<file path="src/rtl/masked_thermostat_seq.sv">
// Sequencer and 2-share DOM datapath for the masked thermostat (heater/aircon/fan).
// Optional build macro SHARE_CLEAR_EN adds a CLEAR state that wipes all share registers after each result.
module masked_thermostat_seq #(
    parameter int unsigned RND_TIMEOUT = 255,
    parameter int unsigned EVAL_CNT_W  = 16
) (
    input  logic                  clk,
    input  logic                  rst_n,
    input  logic                  in_valid,
    output logic                  in_ready,
    input  logic                  too_cold0,
    input  logic                  too_cold1,
    input  logic                  too_hot0,
    input  logic                  too_hot1,
    input  logic                  mode0,
    input  logic                  mode1,
    input  logic                  fan_on0,
    input  logic                  fan_on1,
    input  logic                  rnd_valid,
    output logic                  rnd_ready,
    input  logic [3:0]            rnd_data,
    output logic                  out_valid,
    input  logic                  out_ready,
    output logic                  heater0,
    output logic                  heater1,
    output logic                  aircon0,
    output logic                  aircon1,
    output logic                  fan0,
    output logic                  fan1,
    output logic                  rnd_err,
    output logic [EVAL_CNT_W-1:0] eval_cnt
);

    localparam int unsigned TO_W = 16;
    localparam logic [TO_W-1:0] TO_LAST = TO_W'(RND_TIMEOUT - 1);

    typedef enum logic [2:0] {
        S_IDLE, S_RND, S_L1, S_L2, S_L3, S_OUT, S_CLEAR
    } state_t;

    state_t state_q, state_d;
    logic   cap_in, cap_rnd, abort, ld_l2, ld_l3, ld_out, done, clr;

    logic [TO_W-1:0]       to_cnt_q;
    logic                  in_ready_q, rnd_ready_q, out_valid_q, rnd_err_q;
    logic [EVAL_CNT_W-1:0] eval_cnt_q;

    // Share registers, index = share number
    logic [1:0] mode_q, cold_q, hot_q, fan_on_q;
    logic [3:0] rnd_q;
    logic [1:0] heat_t_q, heat_x_q, air_t_q, air_x_q;
    logic [1:0] fo_l_q, fo_t_q, fo_x_q;
    logic [1:0] fan_l_q, fan_t_q, fan_x_q;
    logic [1:0] heat_o_q, air_o_q, fan_o_q;

    // Share-local recombination of registered DOM terms
    logic [1:0] nmode, heat_s, air_s, fo_s, fan_s;

    always_comb begin
        nmode  = {mode_q[1], ~mode_q[0]};
        heat_s = heat_t_q ^ heat_x_q;
        air_s  = air_t_q ^ air_x_q;
        fo_s   = fo_l_q ^ fo_t_q ^ fo_x_q;
        fan_s  = fan_l_q ^ fan_t_q ^ fan_x_q;
    end

    always_ff @(posedge clk or negedge rst_n) begin
        if (!rst_n) state_q <= S_IDLE;
        else        state_q <= state_d;
    end

    always_comb begin
        state_d = state_q;
        cap_in  = 1'b0;
        cap_rnd = 1'b0;
        abort   = 1'b0;
        ld_l2   = 1'b0;
        ld_l3   = 1'b0;
        ld_out  = 1'b0;
        done    = 1'b0;
        clr     = 1'b0;
        case (state_q)
            S_IDLE: if (in_valid) begin
                cap_in  = 1'b1;
                state_d = S_RND;
            end
            S_RND: begin
                if (rnd_valid) begin
                    cap_rnd = 1'b1;
                    state_d = S_L1;
                end else if (to_cnt_q == TO_LAST) begin
                    abort   = 1'b1;
                    state_d = S_IDLE;
                end
            end
            S_L1: begin
                ld_l2   = 1'b1;
                state_d = S_L2;
            end
            S_L2: begin
                ld_l3   = 1'b1;
                state_d = S_L3;
            end
            S_L3: begin
                ld_out  = 1'b1;
                state_d = S_OUT;
            end
            S_OUT: if (out_ready) begin
                done = 1'b1;
`ifdef SHARE_CLEAR_EN
                clr     = 1'b1;
                state_d = S_CLEAR;
`else
                state_d = S_IDLE;
`endif
            end
            S_CLEAR: begin
                clr     = 1'b1;
                state_d = S_IDLE;
            end
            default: state_d = S_IDLE;
        endcase
    end

    // Handshake, status and counter registers
    always_ff @(posedge clk or negedge rst_n) begin
        if (!rst_n) begin
            to_cnt_q    <= '0;
            in_ready_q  <= 1'b1;
            rnd_ready_q <= 1'b0;
            out_valid_q <= 1'b0;
            rnd_err_q   <= 1'b0;
            eval_cnt_q  <= '0;
        end else begin
            to_cnt_q    <= (state_q == S_RND && state_d == S_RND) ? to_cnt_q + TO_W'(1) : '0;
            in_ready_q  <= (state_d == S_IDLE);
            rnd_ready_q <= (state_d == S_RND);
            out_valid_q <= (state_d == S_OUT);
            rnd_err_q   <= abort;
            if (done) eval_cnt_q <= eval_cnt_q + EVAL_CNT_W'(1);
        end
    end

    // DOM datapath: one register layer per gadget, cross terms kept separate until after the register
    always_ff @(posedge clk or negedge rst_n) begin
        if (!rst_n) begin
            mode_q <= '0; cold_q <= '0; hot_q <= '0; fan_on_q <= '0;
            rnd_q <= '0;
            heat_t_q <= '0; heat_x_q <= '0; air_t_q <= '0; air_x_q <= '0;
            fo_l_q <= '0; fo_t_q <= '0; fo_x_q <= '0;
            fan_l_q <= '0; fan_t_q <= '0; fan_x_q <= '0;
            heat_o_q <= '0; air_o_q <= '0; fan_o_q <= '0;
        end else if (clr) begin
            mode_q <= '0; cold_q <= '0; hot_q <= '0; fan_on_q <= '0;
            rnd_q <= '0;
            heat_t_q <= '0; heat_x_q <= '0; air_t_q <= '0; air_x_q <= '0;
            fo_l_q <= '0; fo_t_q <= '0; fo_x_q <= '0;
            fan_l_q <= '0; fan_t_q <= '0; fan_x_q <= '0;
            heat_o_q <= '0; air_o_q <= '0; fan_o_q <= '0;
        end else begin
            if (cap_in) begin
                mode_q   <= {mode1, mode0};
                cold_q   <= {too_cold1, too_cold0};
                hot_q    <= {too_hot1, too_hot0};
                fan_on_q <= {fan_on1, fan_on0};
            end
            if (abort) begin
                mode_q <= '0; cold_q <= '0; hot_q <= '0; fan_on_q <= '0;
            end
            if (cap_rnd) begin
                rnd_q       <= rnd_data;
                heat_t_q    <= mode_q & cold_q;
                heat_x_q[0] <= (mode_q[0] & cold_q[1]) ^ rnd_data[0];
                heat_x_q[1] <= (mode_q[1] & cold_q[0]) ^ rnd_data[0];
                air_t_q     <= nmode & hot_q;
                air_x_q[0]  <= (nmode[0] & hot_q[1]) ^ rnd_data[1];
                air_x_q[1]  <= (nmode[1] & hot_q[0]) ^ rnd_data[1];
            end
            if (ld_l2) begin
                fo_l_q    <= fan_on_q ^ heat_s;
                fo_t_q    <= fan_on_q & heat_s;
                fo_x_q[0] <= (fan_on_q[0] & heat_s[1]) ^ rnd_q[2];
                fo_x_q[1] <= (fan_on_q[1] & heat_s[0]) ^ rnd_q[2];
            end
            if (ld_l3) begin
                fan_l_q    <= fo_s ^ air_s;
                fan_t_q    <= fo_s & air_s;
                fan_x_q[0] <= (fo_s[0] & air_s[1]) ^ rnd_q[3];
                fan_x_q[1] <= (fo_s[1] & air_s[0]) ^ rnd_q[3];
            end
            if (ld_out) begin
                heat_o_q <= heat_s;
                air_o_q  <= air_s;
                fan_o_q  <= fan_s;
            end
        end
    end

    assign in_ready  = in_ready_q;
    assign rnd_ready = rnd_ready_q;
    assign out_valid = out_valid_q;
    assign rnd_err   = rnd_err_q;
    assign eval_cnt  = eval_cnt_q;
    assign heater0   = heat_o_q[0];
    assign heater1   = heat_o_q[1];
    assign aircon0   = air_o_q[0];
    assign aircon1   = air_o_q[1];
    assign fan0      = fan_o_q[0];
    assign fan1      = fan_o_q[1];

endmodule

</file>
<file path="config.mk">
export PLATFORM = sky130hd
export DESIGN_NAME = masked_thermostat_seq
export DESIGN_NICKNAME = d
export VERILOG_FILES = /design/src/rtl/masked_thermostat_seq.sv
export SDC_FILE = /design/constraint.sdc
export NUM_CORES = 1
export LEC_CHECK = 0
export ABC_AREA = 1
export CAP_MARGIN = 40
export CORE_MARGIN = 2
export CORE_UTILIZATION = 48
export CTS_CLUSTER_DIAMETER = 200
export DETAILED_ROUTE_END_ITERATION = 10
export PLACE_DENSITY_LB_ADDON = 0.3
export SLEW_MARGIN = 15
export SYNTH_ARGS = -nofsm -noshare
export SYNTH_HDL_FRONTEND = slang
export SYNTH_SLANG_ARGS = --single-unit
</file>
<file path="constraint.sdc">
create_clock -name clk -period 3 [get_ports clk]
set_input_delay 0.6 -clock clk [delete_from_list [all_inputs] [get_ports clk]]
set_output_delay 0.6 -clock clk [all_outputs]
set_load 0.05 [all_outputs]
</file>
==> out/qor.yml <==
place:
  numPortBuffers: 42
  pre_cts_ws_ns: 0.853
  place.gp.congestion: 0.896
  dpl.hpwl_um: 5920
critical_path:
  critical_path.slowest_cell: "clkdlybuf4s50_1"
  cp_cell_sequence: "clkdlybuf4s50_1"
  crit_type: "flop to primary output"
  slowest_delay_ns: 0.86
  critPathBufInv: 1
  start_kind: "flop"
  regToRegSetupSlack_ns: 1.36
  cp_top_family: "buffers and inverters"
  arrival_ns: 1.70
  required_ns: 2.40
  setup.worst_path.end_class: "primary output"
  cp_max_fo: 7
cts:
  clk_pin_slew_ns: 0.08
  cts_buffers: 9
  cts_setup_buffers: 0
  clock-sinks: 75
  htree_levels: 3
  insertion_delay_ns: 0.35
  holdBufCountCts: 0
  cts_tree: "yes"
  cts_root_buf: "clkbuf_8"
  ctsResizeCount: 0
  cts_buffer_depth: 2
sta:
  fin_skew_ns: 0.0111
  period_minus_slack_ns: 2.30
  finalSetupViolCount: 0
  slew_violations: 0
  max_slew_margin: 0.632
  timing.setup.tns_ns: 0
  worst_slew_pin_slew_ns: 0.550
  fmax_ghz: 0.434
  hold_viol_final: 0
  rsz0062_at_grt: "false"
  finalCritPeriodShare: 0.768
  final.setup.worst_slack_ns: 0.696
global_route:
  overflow: 0
  track_usage: 0.205
  first_global_vias: 3141
  grt_antenna_before_repair: 0
  grt_pass1_wl_um: 14300
  grt_max_degree: 41
detailed_routing:
  routed_wl_um: 8030
  wire_per_inst_um: 12.4
  drt-initial-drc-count: 146
  antenna_left: 0
  dr_total_vias: 3237
  dr.pass1.iters: 4
  via_per_inst: 5.02
  drc: 0
yosys:
  async_reset_ff_frac: 1.00
  syn_nets: 512
  yosysMostFrequentCell: "nand2_1"
  synth.top_cells.by_count: "152 x nand2_1, 74 x dfrtp_1, 61 x nor2_1"
  ys.flop_type: "dfrtp_1"
  yosysTopAreaCell: "dfrtp_1"
  synth-seq-area-share: 0.485
  avgSynthCellArea_um2: 7.94
  yosysWarningCount: 0
  synthCells: 488
  synth-seq-cells: 75
  syn-cell-area_um2: 3870
  yosysUniqueCellTypes: 32
  synth_edf_count: 0
  synth.area.top_cells: "dfrtp_1 48%, nand2_1 15%, nor2_1 5.9%, inv_1 5.4%, nand3_1 4.3%"
  yosysTopAreaCellShare: 0.478
floorplanning:
  die_area_um2: 8800
  die_h_um: 93.8
  core_area_um2: 7770
  ios: 43
  start_util: 0.499
  num_rows: 32
  fp.dieW_um: 93.8
layout:
  multi_input_area_um2: 1730
  area_growth_pct: 19.0
  nets: 563
  fillCellCount: 726
  regArea_um2: 1880
  drive_gt1_frac: 0.0829
  antenna-diode-count: 0
power_and_ir_drop:
  power_frac_clock: 0.197
  vdd_ir_drop_max_v: 0.000391
  p_comb_frac: 0.404
  power_density_nw_per_um2: 852
  power_switching_mw: 1.67
  p_int_mw: 2.26
  fin_total_pwr_mw: 3.93
  seq_power_share: 0.398
  p_leak_nw: 2.24
  swShare: 0.425
hold_path:
  hp-class: "input port to async pin"
run_status:
  status: "complete, no violations"
run:
  cap_violations: 0
==> cell type report <==
| cell class | instances | area share |
|---|---|---|
| Clock buffer | 10 | 0.0299 |
| Clock inverter | 5 | 0.0117 |
| Inverter | 63 | 0.0521 |
| Multi-Input combinational cell | 346 | 0.375 |
| Sequential cell | 75 | 0.407 |
| Tap cell | 102 | 0.0277 |
| Timing Repair Buffer | 44 | 0.0966 |
==> cell usage in the layout (no fill, tap or decap), types with 7 or more instances in the layout <==
master           Yosys  final
nand2_1            152    152
dfrtp_1             74     74
clkbuf_8             0     10
nand4_1             11     11
nor2_1              61     61
nand3_1             33     33
xnor2_1             10     10
o21ai_0             20     20
xor2_1              13     13
ha_1                 7      7
nand2_2              8      8
inv_1               56     56
a22o_1               8      8
clkdlybuf4s50_1      0     41
==> cells by family after synthesis <==
family | Yosys count | synth area share
simple gates | 283 | 0.321
flops | 75 | 0.485
buf+inv | 67 | 0.0691
xor+xnor | 23 | 0.0520
compound gates | 33 | 0.0507
fa+ha+maj | 7 | 0.0226
==> per-layer routing <==
layer | up-vias | track usage | share of wire
met3 | 6 | 0.0506 | 0.048
met4 | 0 | 0.0543 | 0.010
li1 | 1629 | - | -
met5 | - | 0 | 0
met2 | 75 | 0.335 | 0.48
met1 | 1527 | 0.272 | 0.47
==> power groups by stage <==
stage          clock, mW  sequential, mW  combinational [mW]
2_1_floorplan          0            1.85               0.838
3_3_place_gp           0            1.57                1.55
3_5_place_dp           0            1.58                1.59
4_1_cts            0.788            1.56                1.60
5_1_grt            0.833            1.60                1.78
6_report           0.775            1.56                1.59
==> metrics by stage <==
stage / util / hold slack (ns) / cell area (µm²) / cells
finish: 0.593 / 0.191 / 4610 / 645
detailed placement: 0.569 / 0.468 / 4420 / 630
global placement: 0.566 / 0.462 / 4400 / 629
floorplan: - / 0.304 / 3870 / 488
global route: 0.593 / 0.217 / 4610 / 645
CTS: 0.593 / 0.204 / 4610 / 645
==> worst register-to-register path: cells and delay by family (launching register included) <==
| family | cells | cell delay (ns) |
|---|---|---|
| flip-flops | 1 | 0.53 |
| XOR/XNOR | 1 | 0.17 |
| AND/OR/NAND/NOR | 3 | 0.78 |
| buffers and inverters | 1 | 0.06 |
==> final timing paths <==
| check | from | endpoint | cells past startpoint |
|---|---|---|---|
| max | eval_cnt[0]$_DFFE_PN0P_ | eval_cnt[0] | 1 |
| min reg2reg | fan_o_q[0]$_DFFE_PN0P_ | fan_o_q[0]$_DFFE_PN0P_ | 2 |
| min | rst_n | eval_cnt[10]$_DFFE_PN0P_ | 1 |
| min in group clk | fan_o_q[0]$_DFFE_PN0P_ | fan_o_q[0]$_DFFE_PN0P_ | 2 |
| max reg2reg | state_q[0]$_DFF_PN0_ | eval_cnt[5]$_DFFE_PN0P_ | 5 |
| max in group asynchronous | rst_n | air_t_q[1]$_DFFE_PN0P_ | 2 |
Note: power is estimated with default switching activity, not from simulation.
